[src/rtl/seven_segment_mux.sv]
// Time-multiplexed common-anode seven-segment driver with frame snapshot,
// leading-zero suppression, decimal points and blinking. Define SEVSEG_HEX_EN for A-F glyphs.
module seven_segment_mux #(
    parameter int NUM_DIGITS   = 4,
    parameter int REFRESH_DIV  = 100000,
    parameter int BLINK_FRAMES = 64
) (
    input  logic                    clk,
    input  logic                    rst_n,
    input  logic [4*NUM_DIGITS-1:0] digits,
    input  logic [NUM_DIGITS-1:0]   dp,
    input  logic [NUM_DIGITS-1:0]   blink_mask,
    input  logic                    lz_en,
    output logic [NUM_DIGITS-1:0]   DIGIT,
    output logic [6:0]              DISPLAY,
    output logic                    DP,
    output logic                    frame_start
);

    localparam int CNT_W = $clog2(REFRESH_DIV);
    localparam int IDX_W = $clog2(NUM_DIGITS);
    localparam int FC_W  = (BLINK_FRAMES > 1) ? $clog2(BLINK_FRAMES) : 1;

    function automatic logic [6:0] decode_seg(input logic [3:0] code);
        logic [6:0] seg;
        case (code)
            4'd0:    seg = 7'b1000000;
            4'd1:    seg = 7'b1111001;
            4'd2:    seg = 7'b0100100;
            4'd3:    seg = 7'b0110000;
            4'd4:    seg = 7'b0011001;
            4'd5:    seg = 7'b0010010;
            4'd6:    seg = 7'b0000010;
            4'd7:    seg = 7'b1111000;
            4'd8:    seg = 7'b0000000;
            4'd9:    seg = 7'b0010000;
`ifdef SEVSEG_HEX_EN
            4'd10:   seg = 7'b0001000;
            4'd11:   seg = 7'b0000011;
            4'd12:   seg = 7'b1000110;
            4'd13:   seg = 7'b0100001;
            4'd14:   seg = 7'b0000110;
            4'd15:   seg = 7'b0001110;
`endif
            default: seg = 7'b1111111;
        endcase
        return seg;
    endfunction

    logic [CNT_W-1:0]        r_cnt;
    logic [IDX_W-1:0]        r_idx;
    logic [FC_W-1:0]         r_frame_cnt;
    logic                    r_phase;
    logic [4*NUM_DIGITS-1:0] r_sh_digits;
    logic [NUM_DIGITS-1:0]   r_sh_dp;
    logic [NUM_DIGITS-1:0]   r_sh_blink;
    logic                    r_sh_lz;

    logic                    w_tick;
    logic                    w_frame_end;
    logic                    w_zero_above;
    logic [NUM_DIGITS-1:0]   w_lz_blank;
    logic [NUM_DIGITS-1:0]   w_digit;
    logic [3:0]              w_code;
    logic                    w_sel_dp;
    logic                    w_blank;
    logic [6:0]              w_seg;
    logic                    w_dp_n;

    // Prescaler tick and frame boundary detection
    always_comb begin
        w_tick      = (r_cnt == CNT_W'(REFRESH_DIV - 1));
        w_frame_end = w_tick && (r_idx == IDX_W'(NUM_DIGITS - 1));
    end

    // Leading-zero mask: a digit blanks when it and every digit above it is zero
    always_comb begin
        w_zero_above = 1'b1;
        w_lz_blank   = '0;
        for (int i = NUM_DIGITS - 1; i >= 1; i--) begin
            w_zero_above  = w_zero_above & (r_sh_digits[4*i +: 4] == 4'd0);
            w_lz_blank[i] = w_zero_above & r_sh_lz;
        end
    end

    // Select the scanned digit's code, decimal point and blank condition
    always_comb begin
        w_digit  = '1;
        w_code   = 4'd0;
        w_sel_dp = 1'b0;
        w_blank  = 1'b0;
        for (int i = 0; i < NUM_DIGITS; i++) begin
            if (r_idx == IDX_W'(i)) begin
                w_digit[i] = 1'b0;
                w_code     = r_sh_digits[4*i +: 4];
                w_sel_dp   = r_sh_dp[i];
                w_blank    = w_lz_blank[i] | (r_phase & r_sh_blink[i]);
            end else begin
                w_digit[i] = 1'b1;
            end
        end
        if (w_blank) begin
            w_seg  = 7'b1111111;
            w_dp_n = 1'b1;
        end else begin
            w_seg  = decode_seg(w_code);
            w_dp_n = ~w_sel_dp;
        end
    end

    // Prescaler, scan index, blink timing and frame-boundary snapshot
    always_ff @(posedge clk or negedge rst_n) begin
        if (!rst_n) begin
            r_cnt       <= '0;
            r_idx       <= '0;
            r_frame_cnt <= '0;
            r_phase     <= 1'b0;
            r_sh_digits <= '0;
            r_sh_dp     <= '0;
            r_sh_blink  <= '0;
            r_sh_lz     <= 1'b0;
        end else begin
            if (w_tick) begin
                r_cnt <= '0;
                r_idx <= (r_idx == IDX_W'(NUM_DIGITS - 1)) ? '0 : r_idx + IDX_W'(1);
            end else begin
                r_cnt <= r_cnt + CNT_W'(1);
            end
            if (w_frame_end) begin
                r_sh_digits <= digits;
                r_sh_dp     <= dp;
                r_sh_blink  <= blink_mask;
                r_sh_lz     <= lz_en;
                if (r_frame_cnt == FC_W'(BLINK_FRAMES - 1)) begin
                    r_frame_cnt <= '0;
                    r_phase     <= ~r_phase;
                end else begin
                    r_frame_cnt <= r_frame_cnt + FC_W'(1);
                end
            end
        end
    end

    // Registered pin drivers; all change together one cycle after the index
    always_ff @(posedge clk or negedge rst_n) begin
        if (!rst_n) begin
            DIGIT       <= '1;
            DISPLAY     <= 7'b1111111;
            DP          <= 1'b1;
            frame_start <= 1'b0;
        end else begin
            DIGIT       <= w_digit;
            DISPLAY     <= w_seg;
            DP          <= w_dp_n;
            frame_start <= (r_idx == '0) && (r_cnt == '0);
        end
    end

endmodule

[config.mk]
export PLATFORM = sky130hd
export DESIGN_NAME = seven_segment_mux
export DESIGN_NICKNAME = d
export VERILOG_FILES = /design/src/rtl/seven_segment_mux.sv
export SDC_FILE = /design/constraint.sdc
export NUM_CORES = 1
export LEC_CHECK = 0
export CAP_MARGIN = 20
export CORE_MARGIN = 2
export CORE_UTILIZATION = 40
export DETAILED_ROUTE_END_ITERATION = 6
export PLACE_DENSITY_LB_ADDON = 0.1
export SYNTH_ARGS = -nofsm -noshare
export SYNTH_HDL_FRONTEND = slang
export SYNTH_SLANG_ARGS = --single-unit
[constraint.sdc]
create_clock -name clk -period 2.1 [get_ports clk]
set_input_delay 0.315 -clock clk [delete_from_list [all_inputs] [get_ports clk]]
set_output_delay 0.315 -clock clk [all_outputs]
set_load 0.02 [all_outputs]
==> Yosys cells after proc, flatten, opt, wreduce, memory -nomap -nowiden <==
Memories as Yosys holds them, arrays and structs flattened.
Index checks and enable logic that the tools add are counted.
W data, S select, Z words.
{ "word_totals": {"register_bits": 64, "mem_bits_ro": 112, "inputBits": 27, "elab_cells": 64, "n_memories": 1} }
{ "op_classes": {"addsub": 3, "eq_ne": 5, "n_mux": 21, "n_bitwise": 14, "reduce_logical": 8} }
{ "mem_list": {"columns": ["name", "words", "width", "read_ports", "rd_clocked_by_memory_dff", "wr", "line_no", "text"], "rows": [
  ["(name not given)", 16, 7, 1, 0, 0, "26", "case (code)"]
]} }
{ "op_table": {"columns": ["operator", "n"], "rows": [
  ["$add A17 B1 Y17 const B", 1],
  ["$eq A17 B17 Y1 const B", 1],
  ["$logic_not A17 Y1", 1],
  ["$mux W17", 1],
  ["$mux W4", 4],
  ["$mux W1", 13],
  ["$logic_not A4 Y1", 3],
  ["$and A1 B1 Y1", 9],
  ["$mux W7", 1],
  ["$add A6 B1 Y6 const B", 1],
  ["$eq A6 B6 Y1 const B", 1],
  ["$mux W6", 1],
  ["$eq A2 B2 Y1 const B", 2],
  ["$or A1 B1 Y1", 3],
  ["$add A2 B1 Y2 const B", 1],
  ["$eq A2 B1 Y1 const B", 1],
  ["$logic_and A1 B1 Y1", 2],
  ["$logic_not A2 Y1", 1],
  ["$mux W2", 1],
  ["$not A1 Y1", 2],
  ["$reduce_and A2 Y1", 1]
]} }

==> Depth between registers and ports, before layout <==
Gate-level depths: netlist of the first run.
{ "logic_depth": {"depth_word": 9, "mapped_depth": 12, "ltp_nobuf": 11} }

==> Worst setup path before layout of the first run <==
OpenSTA, ideal clock, no wires.
{ "synth_path": {"kind": "register to register", "start": "register r_cnt[11]", "end": "register r_sh_blink[0]", "t_arrival_ns": 1.998, "required_time_ns": 1.975, "slack_ns": -0.023, "path_stages_with_launch": 6, "path_buffers": 1, "cell_sequence": "dfrtp_1 -> or4_4 -> nor4_4 -> and2_4 -> clkbuf_8 -> mux2_2"} }
{ "synth_between": {"elab_chain_cells": 2} }
{ "synth_rtl": {"columns": ["element", "line_no", "text"], "rows": [
  ["start: declaration", "50", "logic [CNT_W-1:0] r_cnt;"],
  ["start signal: assignment", "127", "r_cnt <= r_cnt + CNT_W'(1);"],
  ["$eq A17 B17 Y1", "72", "w_tick = (r_cnt == CNT_W'(REFRESH_DIV - 1));"],
  ["$logic_and A1 B1 Y1", "73", "w_frame_end = w_tick && (r_idx == IDX_W'(NUM_DIGITS - 1));"],
  ["end signal: assignment", "132", "r_sh_blink <= blink_mask;"],
  ["end: declaration", "56", "logic [NUM_DIGITS-1:0] r_sh_blink;"]
]} }
No other way between the ends.
A chain may end at the register's enable or synchronous reset.

==> Worst setup path in the final report of the first run <==
{ "layout_path": {"start": "register r_cnt[8]", "end": "register r_sh_digits[11]"} }
{ "layout_between": {"elab_chain_cells": 2} }
{ "layout_rtl": {"columns": ["element", "line_no", "text"], "rows": [
  ["$eq A17 B17 Y1", "72", null],
  ["$logic_and A1 B1 Y1", "73", null],
  ["end signal: assignment", "130", "r_sh_digits <= digits;"],
  ["end: declaration", "54", "logic [4*NUM_DIGITS-1:0] r_sh_digits;"]
]} }
No other way between the ends.

==> qor.txt, run 1 <==
Clock tree root driver cell - clkbuf_8
VDD IR max - 0.0002941 V
RSZ-0062 raised after global routing - true
Layout Skew - 0.01319 ns
Crit path DAT - 2.25 ns
Post-synth EDFFs - 0
Mapped Nets - 312
R2R Path Start - r_cnt[8]$_DFF_PN0_
Initial antenna violation count - 0
Setup ws final - 0.06554 ns
FMAX - 0.4915 GHz
Iter 0 DRT Violations - 79
Drt via density - 4.920
Fin crit share - 96.88%
Worst slack, placed - -0.04170 ns
Routed len/inst - 14.12 um
Hold Path End - r_frame_cnt[4]$_DFFE_PN0P_
Core area - 0.007607 mm2
Total number of vias - 2219
R2r setup slk - 0.07 ns
Antenna-violating nets left - 0
Final Hold Viols - 0
Global-route wire length before repair - 10470 um
Max Fanout on Critical Path - 16
Synthesized cell area - 0.003108 mm2
RD Place Congestion - 0.7622
Total Wirelength - 6367 um
Post-synth cell types - 50
CTS Sinks - 64
CTS tree - built
Final Net Count - 383
CP required - 2.32 ns
Reg-to-reg critical path endpoint - r_sh_digits[11]$_DFFE_PN0P_
Initial Util - 40.86%
Max cap viols - 0
Die span in y - 92.15 um
I/O Buffers - 39
Area of the die - 0.008491 mm2
CTS buffer count - 9
FFs w/ async S/R, synth - 100.0%
P_leak - 1.876 nW
FILL cells - 677
N_diodes - 0
Drt pass-1 iters - 4
Clock Latency Late Sink - 0.34 ns
CP startpoint kind - flip-flop
Critical path capture point type - flip-flop
Sequential cell area fraction in the yosys report - 52.01%
Outcome - completed
Rows - 32
Max Slew Vio Count - 0
Total power - 2.442 mW
Tmin final - 2.034 ns
Min-Delay Path Class - reg2reg
Syn Inst Count - 273
Die Span X - 92.15 um
Worst Tran Pin Value - 0.4234 ns
Hold path depth - 1
Most common cell after layout, fill and taps aside - dfrtp_1
Clock Pin Slew Worst Setup and Hold Paths - 0.07 ns
Slew HR - 71.55%
Path depth of the worst reg2reg path - 5
Crit path kind - reg2reg
PD cells - 586.3 mW/mm2
Share of cells above drive strength 1 - 30.09%
Post-synth top flop - dfrtp_1
Fin util - 54.75%
Final setup violation count - 0
HPWL after DPL - 4503 um
All-layer global routing usage - 15.85%
Vias in the first global route - 2151
Syn avg cell area - 11.38 um2
IO Pins - 40
H-tree Lvls - 3
Largest net degree at the start of global routing - 65
Commonest non-fill, non-tap cells in the layout - dfrtp_1, clkdlybuf4s50_1, nand2_1, buf_4
GRT Residual Overflow - 0
Hold_sp - r_frame_cnt[4]$_DFFE_PN0P_
Synth warnings - 0
P&R area growth vs syn - 34.02%
#FFs+latches synth - 64
DRC errors left - 0
Max clock buf depth - 2
## area by class of cell
cell class | count | area (um2) | share of cell area [%]
Clock buffer | 14 | 182.7 | 4.386
Inverter | 12 | 47.55 | 1.141
Timing Repair Buffer | 69 | 648.1 | 15.56
Multi-Input combinational cell | 188 | 1506 | 36.17
Clock inverter | 2 | 35.03 | 0.8411
Tap cell | 102 | 127.6 | 3.064
Sequential cell | 64 | 1618 | 38.84
## state kept, by name (all words and copies together), names as in the netlist, 2 cells and up
signal and cells:
r_idx 2, r_cnt 17, r_sh_digits 16, DIGIT 4, r_sh_blink 4, DISPLAY 7, r_frame_cnt 6, r_sh_dp 4
## how the worst max path moves through the flow
stage | start | end | slack (ns) | cells after the start
2_1_floorplan | r_cnt[6]$_DFF_PN0_ | r_sh_digits[0]$_DFFE_PN0P_ | -0.02 | 5
3_3_place_gp | r_idx[0]$_DFFE_PN0N_ | DISPLAY[5]$_DFF_PN1_ | -0.02 | 9
3_5_place_dp | r_idx[0]$_DFFE_PN0N_ | DISPLAY[0]$_DFF_PN1_ | -0.04 | 9
4_1_cts | r_idx[0]$_DFFE_PN0N_ | DISPLAY[0]$_DFF_PN1_ | 0.002 | 10
5_1_grt | r_cnt[8]$_DFF_PN0_ | r_sh_digits[7]$_DFFE_PN0P_ | -0.03 | 5
6_report | r_cnt[8]$_DFF_PN0_ | r_sh_digits[11]$_DFFE_PN0P_ | 0.07 | 5
## logic make-up (layout without fill, tap and decap cells)
logic type	after synthesis	in the layout	share of synthesized area, %
buf+inv	21	97	3.542
mux	27	27	9.742
flops	64	64	52.01
compound gates	37	37	7.690
fa+ha+maj	12	12	4.831
simple gates	95	95	17.39
xor+xnor	17	17	4.791
## report_power, final
group          switching (mW)  internal (mW)
Combinational          0.0317         0.0469
Clock                   0.453          0.677
Sequential                  0           1.23
Total                   0.484           1.96
## per-stage QoR
| step | TNS, ns | cells | hold WS [ns] | instance area [um2] |
|---|---|---|---|---|
| floorplan | -0.4401 | 273 | 0.01941 | 3162 |
| finish | 0 | 451 | 0.4646 | 4165 |
| global route | -0.3323 | 451 | 0.4894 | 4165 |
| global placement | -0.05964 | 429 | 0.3569 | 3815 |
| detailed placement | -0.1378 | 429 | 0.3540 | 3815 |
| CTS | 0 | 446 | 0.4733 | 4048 |
## metal layers
| layer | track usage (%) | wire length, um | vias up |
|---|---|---|---|
| met5 | 0 | 0 | - |
| met4 | 5.970 | 108 | 0 |
| met3 | 3.944 | 201 | 9 |
| met2 | 24.63 | 2993 | 35 |
| met1 | 21.47 | 3064 | 1063 |
| li1 | - | - | 1112 |
## synth_stat cells (2+ instances only)
master	instances	area (um2)
dfstp_2	12	315.3
nand2b_1	2	12.51
and4_1	2	17.52
nand4_1	6	37.54
nor2_1	16	60.06
nor3_1	4	20.02
a211oi_1	2	15.01
o21ai_0	15	75.07
nand3b_1	4	30.03
dfrtp_1	52	1301
clkbuf_1	4	15.01
or4_1	2	15.01
o211ai_1	4	30.03
and3_1	2	12.51
ha_1	12	150.1
mux2_2	26	292.8
nand3_1	11	55.05
xnor2_1	10	87.58
nand2_1	25	93.84
and2_1	3	18.77
inv_1	12	45.04
nor3b_1	2	15.01
buf_2	2	10.01
xor2_1	7	61.31
nor2b_1	4	25.02
a21oi_1	4	20.02
nor4_1	5	31.28
## critical path, cell delays in order, from the launching register on
cell	delay, ns
dfrtp_1	0.38
or4b_4	0.55
nor4_4	0.26
and2_4	0.22
buf_12	0.16
mux2_2	0.34
## repair_timing
action / in CTS / in global routing
setup buffers: 0 / 4
setup endpoints to repair: 4 / 26
hold buffers: 1 / 0
pin swaps: 0 / 3
hold endpoints to repair: 12 / 0
gates cloned: 0 / 1
gates resized for setup: 1 / 26
(Power assumes the default switching activity.)
==> run 2, diff against run 1 <==
CORE_MARGIN = unset   (was 2)
clock period = 1.7 ns   (was 2.1 ns; I/O delays follow)
==> run 2 against run 1 <==
  * The run now ends with setup timing left
  * Utilization is 12 points higher
  * Cell area is 19% higher
  * Via count is 12% higher
  * Hold slack worse by 0.059 ns
  * Cell count is 10% higher
  * Worst setup slack worse by 0.39 ns
  * Highest routed layer unchanged
  * Routed wire length is 19% higher
  * Clock skew is 0.0067 ns lower
==> qor.txt, run 2 (synthesized netlist as in run 1, its figures left out) <==
Outcome - complete, but fails checks
Failing checks - setup timing
Iter 0 DRT Violations - 76 (-3.8%)
Tmin final - 2.028 ns (-0.006598 ns)
CP required - 1.93 ns (-0.39 ns)
Path depth of the worst reg2reg path - 5 (unchanged)
Fin crit share - 119.3% (+22 points)
H-tree Lvls - 3 (unchanged)
HPWL after DPL - 5021 um (+11%)
Initial antenna violation count - 0 (unchanged)
Clock tree root driver cell - clkbuf_8
WP depth - 5 (unchanged)
Clock Pin Slew Worst Setup and Hold Paths - 0.07 ns (about the same)
Worst Tran Pin Value - 0.5006 ns (+0.07717 ns)
GRT Residual Overflow - 0 (unchanged)
Min-Delay Path Class - in2async
CTS buffer count - 9 (unchanged)
Die span in y - 90.15 um (-2.2%)
Setup ws final - -0.3279 ns (-0.3934 ns)
Antenna-violating nets left - 0 (unchanged)
Max Fanout on Critical Path - 8 (-8)
DRC errors left - 0 (unchanged)
Worst Path Buf+Inv - 1 (unchanged)
Worst slack, placed - -0.3178 ns (-0.2761 ns)
Clock network fraction of design power - 48.1% (+1.8 points)
Max Slew Vio Count - 0 (unchanged)
Top reg by flops - r_cnt
Crit path cell chain - or4b_4 -> nor4_4 -> and2_4 -> clkbuf_16 -> mux2_4
Pint - 2.534 mW (+29%)
R2r setup slk - -0.33 ns (-0.39 ns)
Sequential Power Share - 48.6% (-1.9 points)
FMAX - 0.4931 GHz (+0.33%)
Max cap viols - 0 (unchanged)
FILL cells - 552 (-18%)
Max clock buf depth - 2 (unchanged)
CP startpoint kind - flip-flop
Clock Latency Late Sink - 0.35 ns (about the same)
VDD IR max - 0.0004715 V (+60%)
CTS Sinks - 64 (unchanged)
Sw frac - 19.25% (-0.58 points)
Core area - 0.007370 mm2 (-3.1%)
Largest net degree at the start of global routing - 29 (-55%)
Most common cell after layout, fill and taps aside - buf_4
Total Wirelength - 7588 um (+19%)
All-layer global routing usage - 19.78% (+3.9 points)
CP startpoint - r_cnt[8]$_DFF_PN0_
Fin util - 67.11% (+12 points)
PD cells - 634.5 mW/mm2 (+8.2%)
Layout Skew - 0.006510 ns (-0.006684 ns)
Switching power - 0.6040 mW (+25%)
IO Pins - 40 (unchanged)
Slowest-stage cell, CP - or4b_4
Global-route wire length before repair - 12430 um (+19%)
Rows - 31 (-3.1%)
Top Registers - r_cnt (17), r_sh_digits (16), DISPLAY (7)
Routed len/inst - 15.27 um (+8.1%)
Share of cells above drive strength 1 - 49.25% (+19 points)
Die Span X - 90.15 um (-2.2%)
RD Place Congestion - 0.8038 (+5.5%)
P&R area growth vs syn - 59.14%
Drt via density - 4.986 (+1.3%)
Area taken by multi-input logic gates - 0.001823 mm2 (+21%)
Crit path DAT - 2.26 ns (about the same)
Total number of vias - 2478 (+12%)
RSZ-0062 raised after global routing - true
Cell family with most CP delay - simple AND/OR/NAND/NOR gates
Slew HR - 66.63% (-4.9 points)
Comb power frac - 3.3% (about the same)
Max FFs per register - 17 (unchanged)
Commonest non-fill, non-tap cells in the layout - buf_4, dfrtp_1, clkdlybuf4s50_1, mux2_4
CP peak stage delay - 0.54 ns (about the same)
Final Net Count - 432 (+13%)
P_leak - 2.294 nW (+22%)
R2R Path Start - r_cnt[8]$_DFF_PN0_
Drt pass-1 iters - 4 (unchanged)
N_diodes - 0 (unchanged)
Initial Util - 42.17% (+1.3 points)
Final Hold Viols - 0 (unchanged)
Register area - 0.001617 mm2 (about the same)
Crit path kind - reg2reg
Area of the die - 0.008126 mm2 (-4.3%)
CTS tree - built
I/O Buffers - 39 (unchanged)
Final setup violation count - 49 (+49)
Vias in the first global route - 2575 (+20%)
Critical path capture point type - flip-flop
Hold_ws - 0.4058 ns (-0.05880 ns)
[run 2: cell types whose count changed in the layout (fill, tap and decap cells not counted), sizes merged]
cell | before | now
clkbuf | 14 | 15
dlygate4sd2 | 0 | 12
bufinv | 1 | 2
buf | 30 | 78
clkdlybuf4s50 | 38 | 26
clkinv | 1 | 0
[run 2: power by group through the flow]
stage                     Combinational [mW]  Clock (mW)  Sequential (mW)
after floorplan                     0.000919           0             1.55
after global placement                 0.105           0             1.55
after detailed placement               0.105           0             1.55
after CTS                              0.107        1.55             1.52
after global routing                   0.115        1.62             1.52
final                                  0.105        1.51             1.52
[run 2: path summary, 6_finish.rpt]
| check | endpoint |
|---|---|
| worst max-delay path | r_sh_digits[14]$_DFFE_PN0P_ |
| worst min-delay path | r_sh_digits[13]$_DFFE_PN0P_ |
| worst max register to register | r_sh_digits[14]$_DFFE_PN0P_ |
| worst min register to register | r_frame_cnt[5]$_DFFE_PN0P_ |
| max in group asynchronous | DP$_DFF_PN1_ |
| min in group clk | r_frame_cnt[5]$_DFFE_PN0P_ |
[run 2: cell type report]
type | instances | share of cell area [%]
multi-input combinational | 188 | 36.86
tap | 99 | 2.504
timing repair buffer | 118 | 22.34
sequential | 64 | 32.68
clock inverter | 2 | 1.214
clock buffer | 14 | 3.491
inverter | 12 | 0.9107
[run 2: through the flow]
step	instance area, um2	TNS (ns)	total power, mW	cells
after detailed placement	4148	-11.92	1.656	456
after CTS	4726	-11.92	3.181	491
final	4946	-12.89	3.138	497
after floorplan	3293	-14.31	1.553	273
after global routing	4946	-16.74	3.254	497
after global placement	4148	-10.67	1.657	456
[run 2: per-layer routing]
metal	GRT usage [%]	wire [um]	vias up	share of wire [%]
met1	23.14	3201	1196	42
met5	0	0	-	0
met3	6.007	286	18	3.8
met2	33.21	3918	60	52
met4	9.140	182	0	2.4
li1	-	-	1204	-
[run 2: repair_timing]
action / in CTS / in global routing
gates resized for setup: 63 / 49
endpoints found under the setup margin: 61 / 51
setup buffers: 17 / 9
hold endpoints to repair: 8 / 0
pin swaps: 21 / 21
hold buffers: 1 / 0
cloned: 1 / 1
